## src/rtl/grant_decoder_seq.sv

```systemverilog
`timescale 1ns/1ps
`default_nettype none
// ============================================================================
// Module   : grant_decoder_seq
// Purpose  : Receive end of the 3-channel priority-encode path. It accepts a
//            one-hot grant code (100=ch2, 010=ch1, 001=ch0, 000=none) and
//            checks that the code is legal. It then decodes the code to a
//            binary channel index and runs a fixed-length service window on
//            the granted channel. A one-cycle acknowledge is returned to that
//            channel when the window ends.
// Ports    : clk           - rising-edge clock
//            rst_n         - asynchronous active-low reset
//            grant_code    - one-hot grant from the encoder
//            grant_valid   - grant_code is valid this cycle
//            grant_ready   - block can accept a grant (IDLE only)
//            err_clear     - clears the sticky error flag
//            chan_idx      - binary index of the channel in service
//            chan_active   - one-hot enable, high for BURST_LEN cycles
//            service_busy  - high in SERVICE and ACK
//            ack           - one-cycle one-hot completion pulse
//            err_illegal   - sticky flag: a multi-hot code was offered
//            svc_count     - (GRANT_DEC_STATS_EN only) per-channel saturating
//                            completion counters {ch2, ch1, ch0}
// Options  : `define GRANT_DEC_STATS_EN adds the svc_count statistics port.
// Revision : 1.0 - initial release
// ============================================================================
module grant_decoder_seq #(
  parameter int BURST_LEN = 4,  // service window length, 1..15
  parameter int CNT_W     = 4   // burst counter width, 2**CNT_W > BURST_LEN
) (
  input  logic        clk,
  input  logic        rst_n,
  input  logic [2:0]  grant_code,
  input  logic        grant_valid,
  output logic        grant_ready,
  input  logic        err_clear,
  output logic [1:0]  chan_idx,
  output logic [2:0]  chan_active,
  output logic        service_busy,
  output logic [2:0]  ack,
  output logic        err_illegal
`ifdef GRANT_DEC_STATS_EN
  ,
  output logic [23:0] svc_count
`endif
);

  localparam logic [1:0]       c_st_idle    = 2'd0;
  localparam logic [1:0]       c_st_service = 2'd1;
  localparam logic [1:0]       c_st_ack     = 2'd2;
  localparam logic [CNT_W-1:0] c_cnt_load   = CNT_W'(BURST_LEN - 1);

  logic [1:0]       r_state;
  logic [1:0]       w_state_nxt;
  logic [CNT_W-1:0] r_cnt;
  logic [1:0]       r_chan_idx;
  logic             r_err;

  logic             w_xfer;
  logic             w_is_onehot;
  logic             w_is_multi;
  logic [1:0]       w_dec_idx;
  logic [2:0]       w_idx_onehot;

  // Only IDLE raises grant_ready, so a transfer can only happen in IDLE.
  assign w_xfer = grant_valid & grant_ready;

  // Grant code legality and binary decode.
  always_comb begin
    w_is_onehot = 1'b1;
    w_dec_idx   = 2'd0;
    case (grant_code)
      3'b001:  w_dec_idx = 2'd0;
      3'b010:  w_dec_idx = 2'd1;
      3'b100:  w_dec_idx = 2'd2;
      default: w_is_onehot = 1'b0;
    endcase
  end

  // 000 is a legal "no grant"; anything else that is not one-hot is illegal.
  assign w_is_multi = (grant_code != 3'b000) && !w_is_onehot;

  // State register.
  always_ff @(posedge clk or negedge rst_n) begin
    if (!rst_n) begin
      r_state <= c_st_idle;
    end else begin
      r_state <= w_state_nxt;
    end
  end

  // Next-state logic.
  always_comb begin
    w_state_nxt = r_state;
    case (r_state)
      c_st_idle:    if (w_xfer && w_is_onehot) w_state_nxt = c_st_service;
      c_st_service: if (r_cnt == '0)           w_state_nxt = c_st_ack;
      c_st_ack:                                w_state_nxt = c_st_idle;
      default:                                 w_state_nxt = c_st_idle;
    endcase
  end

  // Output logic. All outputs derive from registered state, so an
  // asynchronous reset drops them immediately.
  assign w_idx_onehot = 3'b001 << r_chan_idx;

  always_comb begin
    grant_ready  = 1'b0;
    service_busy = 1'b0;
    chan_active  = 3'b000;
    ack          = 3'b000;
    case (r_state)
      c_st_idle: begin
        grant_ready = 1'b1;
      end
      c_st_service: begin
        service_busy = 1'b1;
        chan_active  = w_idx_onehot;
      end
      c_st_ack: begin
        service_busy = 1'b1;
        ack          = w_idx_onehot;
      end
      default: begin
        grant_ready = 1'b0;
      end
    endcase
  end

  assign chan_idx    = r_chan_idx;
  assign err_illegal = r_err;

  // Burst counter, channel index latch and sticky error flag. The counter is
  // loaded with BURST_LEN-1 so that SERVICE spans counts BURST_LEN-1 .. 0,
  // which is exactly BURST_LEN cycles.
  always_ff @(posedge clk or negedge rst_n) begin
    if (!rst_n) begin
      r_cnt      <= '0;
      r_chan_idx <= 2'd0;
      r_err      <= 1'b0;
    end else begin
      if (w_xfer && w_is_onehot) begin
        r_cnt      <= c_cnt_load;
        r_chan_idx <= w_dec_idx;
      end else if (r_state == c_st_service && r_cnt != '0) begin
        r_cnt <= r_cnt - 1'b1;
      end

      // A new illegal transfer takes priority over a clear in the same cycle.
      if (w_xfer && w_is_multi) begin
        r_err <= 1'b1;
      end else if (err_clear) begin
        r_err <= 1'b0;
      end
    end
  end

`ifdef GRANT_DEC_STATS_EN
  // Per-channel completed-service counters, saturating at 255.
  for (genvar gi = 0; gi < 3; gi++) begin : g_svc_cnt
    logic [7:0] r_svc;

    always_ff @(posedge clk or negedge rst_n) begin
      if (!rst_n) begin
        r_svc <= 8'd0;
      end else if (ack[gi] && r_svc != 8'hFF) begin
        r_svc <= r_svc + 8'd1;
      end
    end

    assign svc_count[gi*8 +: 8] = r_svc;
  end
`endif

endmodule
`default_nettype wire

```

## config.mk

```make
export PLATFORM = sky130hd
export DESIGN_NAME = grant_decoder_seq
export DESIGN_NICKNAME = d
export VERILOG_FILES = /design/src/rtl/grant_decoder_seq.sv
export SDC_FILE = /design/constraint.sdc
export NUM_CORES = 1
export LEC_CHECK = 0
export ABC_CLOCK_PERIOD_IN_PS = 2040
export BUFFER_PORTS_ARGS = -buffer_cell sky130_fd_sc_hd__buf_2
export CORE_ASPECT_RATIO = 0.8
export CORE_MARGIN = 2
export CORE_UTILIZATION = 25
export DETAILED_ROUTE_END_ITERATION = 6
export PLACE_DENSITY = 0.51
export RECOVER_POWER = 100
export SETUP_SLACK_MARGIN = 0.4
export SYNTH_ARGS = -nofsm -noshare
export SYNTH_HDL_FRONTEND = slang
export SYNTH_SLANG_ARGS = --single-unit
```

## constraint.sdc

```tcl
create_clock -name clk -period 2.04 [get_ports clk]
set_input_delay 0.408 -clock clk [delete_from_list [all_inputs] [get_ports clk]]
set_output_delay 0.408 -clock clk [all_outputs]
set_load 0.02 [all_outputs]
```

Yosys cells after proc, flatten, opt, wreduce, memory -nomap -nowiden

Index checks and enable logic that the tools add are counted.

Bits in registers: 9
Output and inout port bits: 11
Logic and storage cells: 41

Add/sub/neg operators: 1
Equal/unequal tests: 7
Shift-type cells: 1
Multiplexer cells: 13
Bitwise logic cells: 1
Reductions and logical operators: 14

Operators with widths:

| operator            | number |
|---|---|
| $mux 4              | 2 |
| $pmux 2 s2          | 2 |
| $mux 3              | 2 |
| $mux 1              | 5 |
| $logic_and 1x1->1   | 4 |
| $logic_not 4->1     | 1 |
| $mux 2              | 2 |
| $ne 2x2->1 const B  | 2 |
| $reduce_bool 2->1   | 2 |
| $reduce_bool 4->1   | 1 |
| $sub 4x1->4 const B | 1 |
| $eq 3x1->1 const B  | 1 |
| $eq 3x2->1 const B  | 1 |
| $eq 3x3->1 const B  | 1 |
| $reduce_bool 3->1   | 1 |
| $reduce_or 3->1     | 1 |
| $shl 1x2->3 const A | 1 |
| $eq 2x1->1 const B  | 1 |
| $eq 2x2->1 const B  | 1 |
| $logic_not 2->1     | 1 |
| $reduce_and 2->1    | 1 |
| $reduce_or 2->1     | 1 |
| $and 1x1->1         | 1 |
| $logic_not 1->1     | 1 |

Longest topological paths before layout

Depth in word-level cells: 7
Gate-level depth with buffers: 6

Worst setup path after synthesis

OpenSTA, ideal clock, no wires.

Path kind: reg-to-output
Start: reg r_state[1]
End: out chan_active[0]
Arrival: 1.199 ns
Data required time: 1.632 ns
Path slack: 0.433 ns
Stages on the path, launching flop included: 4
Buffers on the path: 0
Cell sequence: dfrtp_1 -> inv_1 -> ha_1 -> nor3b_1

Cells in the longest elaborated chain, start to end: 2

RTL lines:

| what                   | line | RTL |
|---|---|---|
| from (decl)            | 53   | `logic [1:0] r_state;` |
| from (signal assigned) | 86   | `r_state <= c_st_idle;` |
| from (signal assigned) | 88   | `r_state <= w_state_nxt;` |
| $eq 2x1->1             | 112  | `case (r_state)` |
| $mux 3                 | 112  |  |
| to (decl)              | 38   | `output logic [2:0] chan_active,` |

Every way passes these cells.

Final worst setup path

Start: reg r_state[1]
End: out grant_ready

Cells in the longest elaborated chain, start to end: 2

RTL lines:

| what            | line | RTL |
|---|---|---|
| $logic_not 2->1 | 112  |  |
| $mux 1          | 112  |  |
| to (decl)       | 35   | `output logic grant_ready,` |

Every way passes these cells.

==> summary.txt <==
Critical path
  – Worst path arrival time: 1.35 ns
  – Critical path peak fanout: 6
  – Reg2reg path depth: 6
  – Worst Setup Path Type: reg -> out
  – CP startpoint kind: register
  – WP data required: 1.63 ns
  – Worst Setup End Kind: primary output

Timing
  – Max Slew Vio Count: 0
  – Max Freq: 0.568 GHz
  – RSZ-0062 raised after global routing: true
  – Final Hold Vio Count: 0
  – Slew @ Worst Pin: 0.515 ns
  – Headroom to the max-slew limit: 65.7%
  – Max Clock Skew: 0.00415 ns
  – Setup Viol. Count Final: 0
  – Final min period: 1.76 ns
  – Final worst-path cycle share: 86.4%
  – Setup_tns: 0 ns

CTS
  – Skew-Pair Late Insertion Delay: 0.26 ns
  – Total CTS buffers: 3
  – Clock sink count: 9
  – H-tree lvl count: 1
  – CTS tree: yes
  – Maximum buffer depth of the clock tree: 2
  – Root buf cell: clkbuf_4
  – Clk slew on worst S/H paths: 0.06 ns

Route
  – Total number of vias: 510
  – Post-route ant nets: 0
  – Average vias per placed instance: 4.68
  – Pre-Repair DR Iteration Count: 4
  – Drt first-iter violations: 4
  – Final wirelength: 1.34 mm
  – WL/cell: 12.3 µm
  – Remaining DRCs: 0

Place
  – HPWL after DPL: 928 µm
  – Inst Count DP: 102
  – Gpl congestion: 0.664
  – PortBufs: 17

Synthesis
  – Mapped Cells: 60
  – Syn_nets: 72
  – Flops & latches, synth: 9
  – Register area share after synthesis: 39.7%
  – Area leader, netlist: dfrtp_1
  – Synth Cell Area: 567 µm²
  – Largest cells by area after synthesis: dfrtp_1 (40%), ha_1 (11%), nor3b_1 (5.3%)
  – YS warnings: 0
  – Syn_area_per_cell: 9.45 µm²
  – Yosys top cell area share: 39.7%
  – Number of library cell types mapped by synthesis: 27

Job
  – Max-cap violations: 0

Layout
  – Core Util, Final: 35.7%
  – Most frequent cells in the layout: clkbuf_1 (11), dfrtp_1 (9), inv_1 (6)
  – Final antenna diode count: 0
  – Syn-to-layout area delta: 36.0%
  – Fraction of layout cells with a size suffix above 1: 25.0%
  – Finished Layout Cells: 109
  – Most common cell after layout, fill and taps aside: clkbuf_1
  – Final net count: 97

Min path
  – Worst hold path depth: 2
  – Min-Delay Path Class: in -> reg

Floorplanning
  – Die H: 46.6 µm
  – Die Span X: 57.2 µm
  – I/O pin cnt: 18
  – Site Rows: 15
  – Placeable Area: 2160 µm²
  – Die ar.: 2670 µm²
  – Initial core utilization: 26.3%

Global routing
  – Number of global-route vias before repair: 389
  – Pin count of the biggest net entering global routing: 10
  – Global-route wire length before repair: 1.90 mm
  – Global Route Usage Sum: 9.99%
  – Initial antenna violation count: 0
  – Total grt overflow: 0

Pwr
  – Sw Ratio: 45.6%
  – Sw Pwr: 0.436 mW
  – Comb power frac: 52.5%
  – VDD IR max: 0.000504 V
  – Clock power frac: 13.9%
  – P_int: 0.520 mW
  – Reg power frac: 33.5%
  – Pwr/cell area: 1240 nW/µm²
  – Leakage: 0.339 nW

Outcome
  – Run status: completed
synthesized netlist by cell type, drive strengths merged:
cell,count
o21ai,5
inv,7
a21bo,1
nor3,2
o211ai,1
dfrtp,9
a21oi,2
nand2,5
xnor2,1
or2,1
ha,5
nor3b,4
a31oi,1
mux2,2
a211oi,1
nor2,2
a21boi,1
o311ai,1
nand3b,1
nand3,1
o32ai,1
xor2,2
o22ai,1
and3,2
o31a,1
state kept, by name (all words and copies together), names as in the netlist:
signal / flops
chan_idx: 2
err_illegal: 1
r_cnt: 4
r_state: 2
layout make-up:
type	count	area, µm²
inverters	7	26.3
flip-flops and latches	9	225
repair buffers	20	110
well taps	25	31.3
multi-input cells	44	352
fillers	225	1390
clock buffers	4	26.3
power by group through the flow:
stage / clock (mW) / combinational, mW / sequential (mW)
6_report: 0.133 / 0.502 / 0.321
5_1_grt: 0.156 / 0.558 / 0.330
4_1_cts: 0.142 / 0.522 / 0.314
3_5_place_dp: 0 / 0.456 / 0.310
3_3_place_gp: 0 / 0.453 / 0.308
2_1_floorplan: 0 / 0.311 / 0.324
metal layers:
layer	GRT usage [%]	vias up	share of wire, %
li1	-	262	-
met2	12.6	9	45
met3	5.06	0	3.4
met5	0	-	0
met4	1.40	0	0
met1	15.0	239	52
metrics by stage:
stage | worst slack [ns] | cell area, µm² | total power, mW | hold WS (ns)
final | 0.278 | 771 | 0.956 | 0.345
after global routing | 0.166 | 771 | 1.04 | 0.339
after CTS | 0.380 | 782 | 0.979 | 0.334
after detailed placement | 0.452 | 683 | 0.766 | 0.279
after global placement | 0.467 | 683 | 0.761 | 0.274
after floorplan | 0.433 | 567 | 0.635 | 0.112
path summary, 6_finish.rpt:
kind,from,slack [ns],endpoint
setup / recovery,r_state[1]$_DFFE_PN0P_,0.28,grant_ready
hold / removal,err_clear,0.34,err_illegal$_DFFE_PN0P_
setup reg to reg,r_state[1]$_DFFE_PN0P_,0.32,r_cnt[1]$_DFFE_PN0P_
hold reg to reg,err_illegal$_DFFE_PN0P_,0.54,err_illegal$_DFFE_PN0P_
max in group asynchronous,rst_n,1.05,r_cnt[3]$_DFFE_PN0P_
min in group asynchronous,rst_n,0.65,r_cnt[0]$_DFFE_PN0P_
worst max-delay path: stages (launching register included):
cell and delay (ns):
dfrtp_1 0.41, inv_1 0.10, ha_1 0.32, clkbuf_1 0.27
timing repair:
item / 4_1_cts / 5_1_grt
setup buffers: 2 / 0
setup endpoints to repair: 7 / 9
hold buffers: 1 / 0
pin swaps: 1 / 1
resized for setup: 14 / 10
endpoints found under the hold margin: 9 / 0
cell families (layout without fill, tap and decap cells):
logic type,after synthesis,after routing,share of synthesized area [%]
fa+ha+maj,5,5,11.0
simple gates,18,18,17.2
flops,9,9,39.7
buf+inv,7,31,4.64
compound gates,16,16,18.8
mux,2,2,3.97
xor+xnor,3,3,4.64
(Power assumes the default switching activity.)
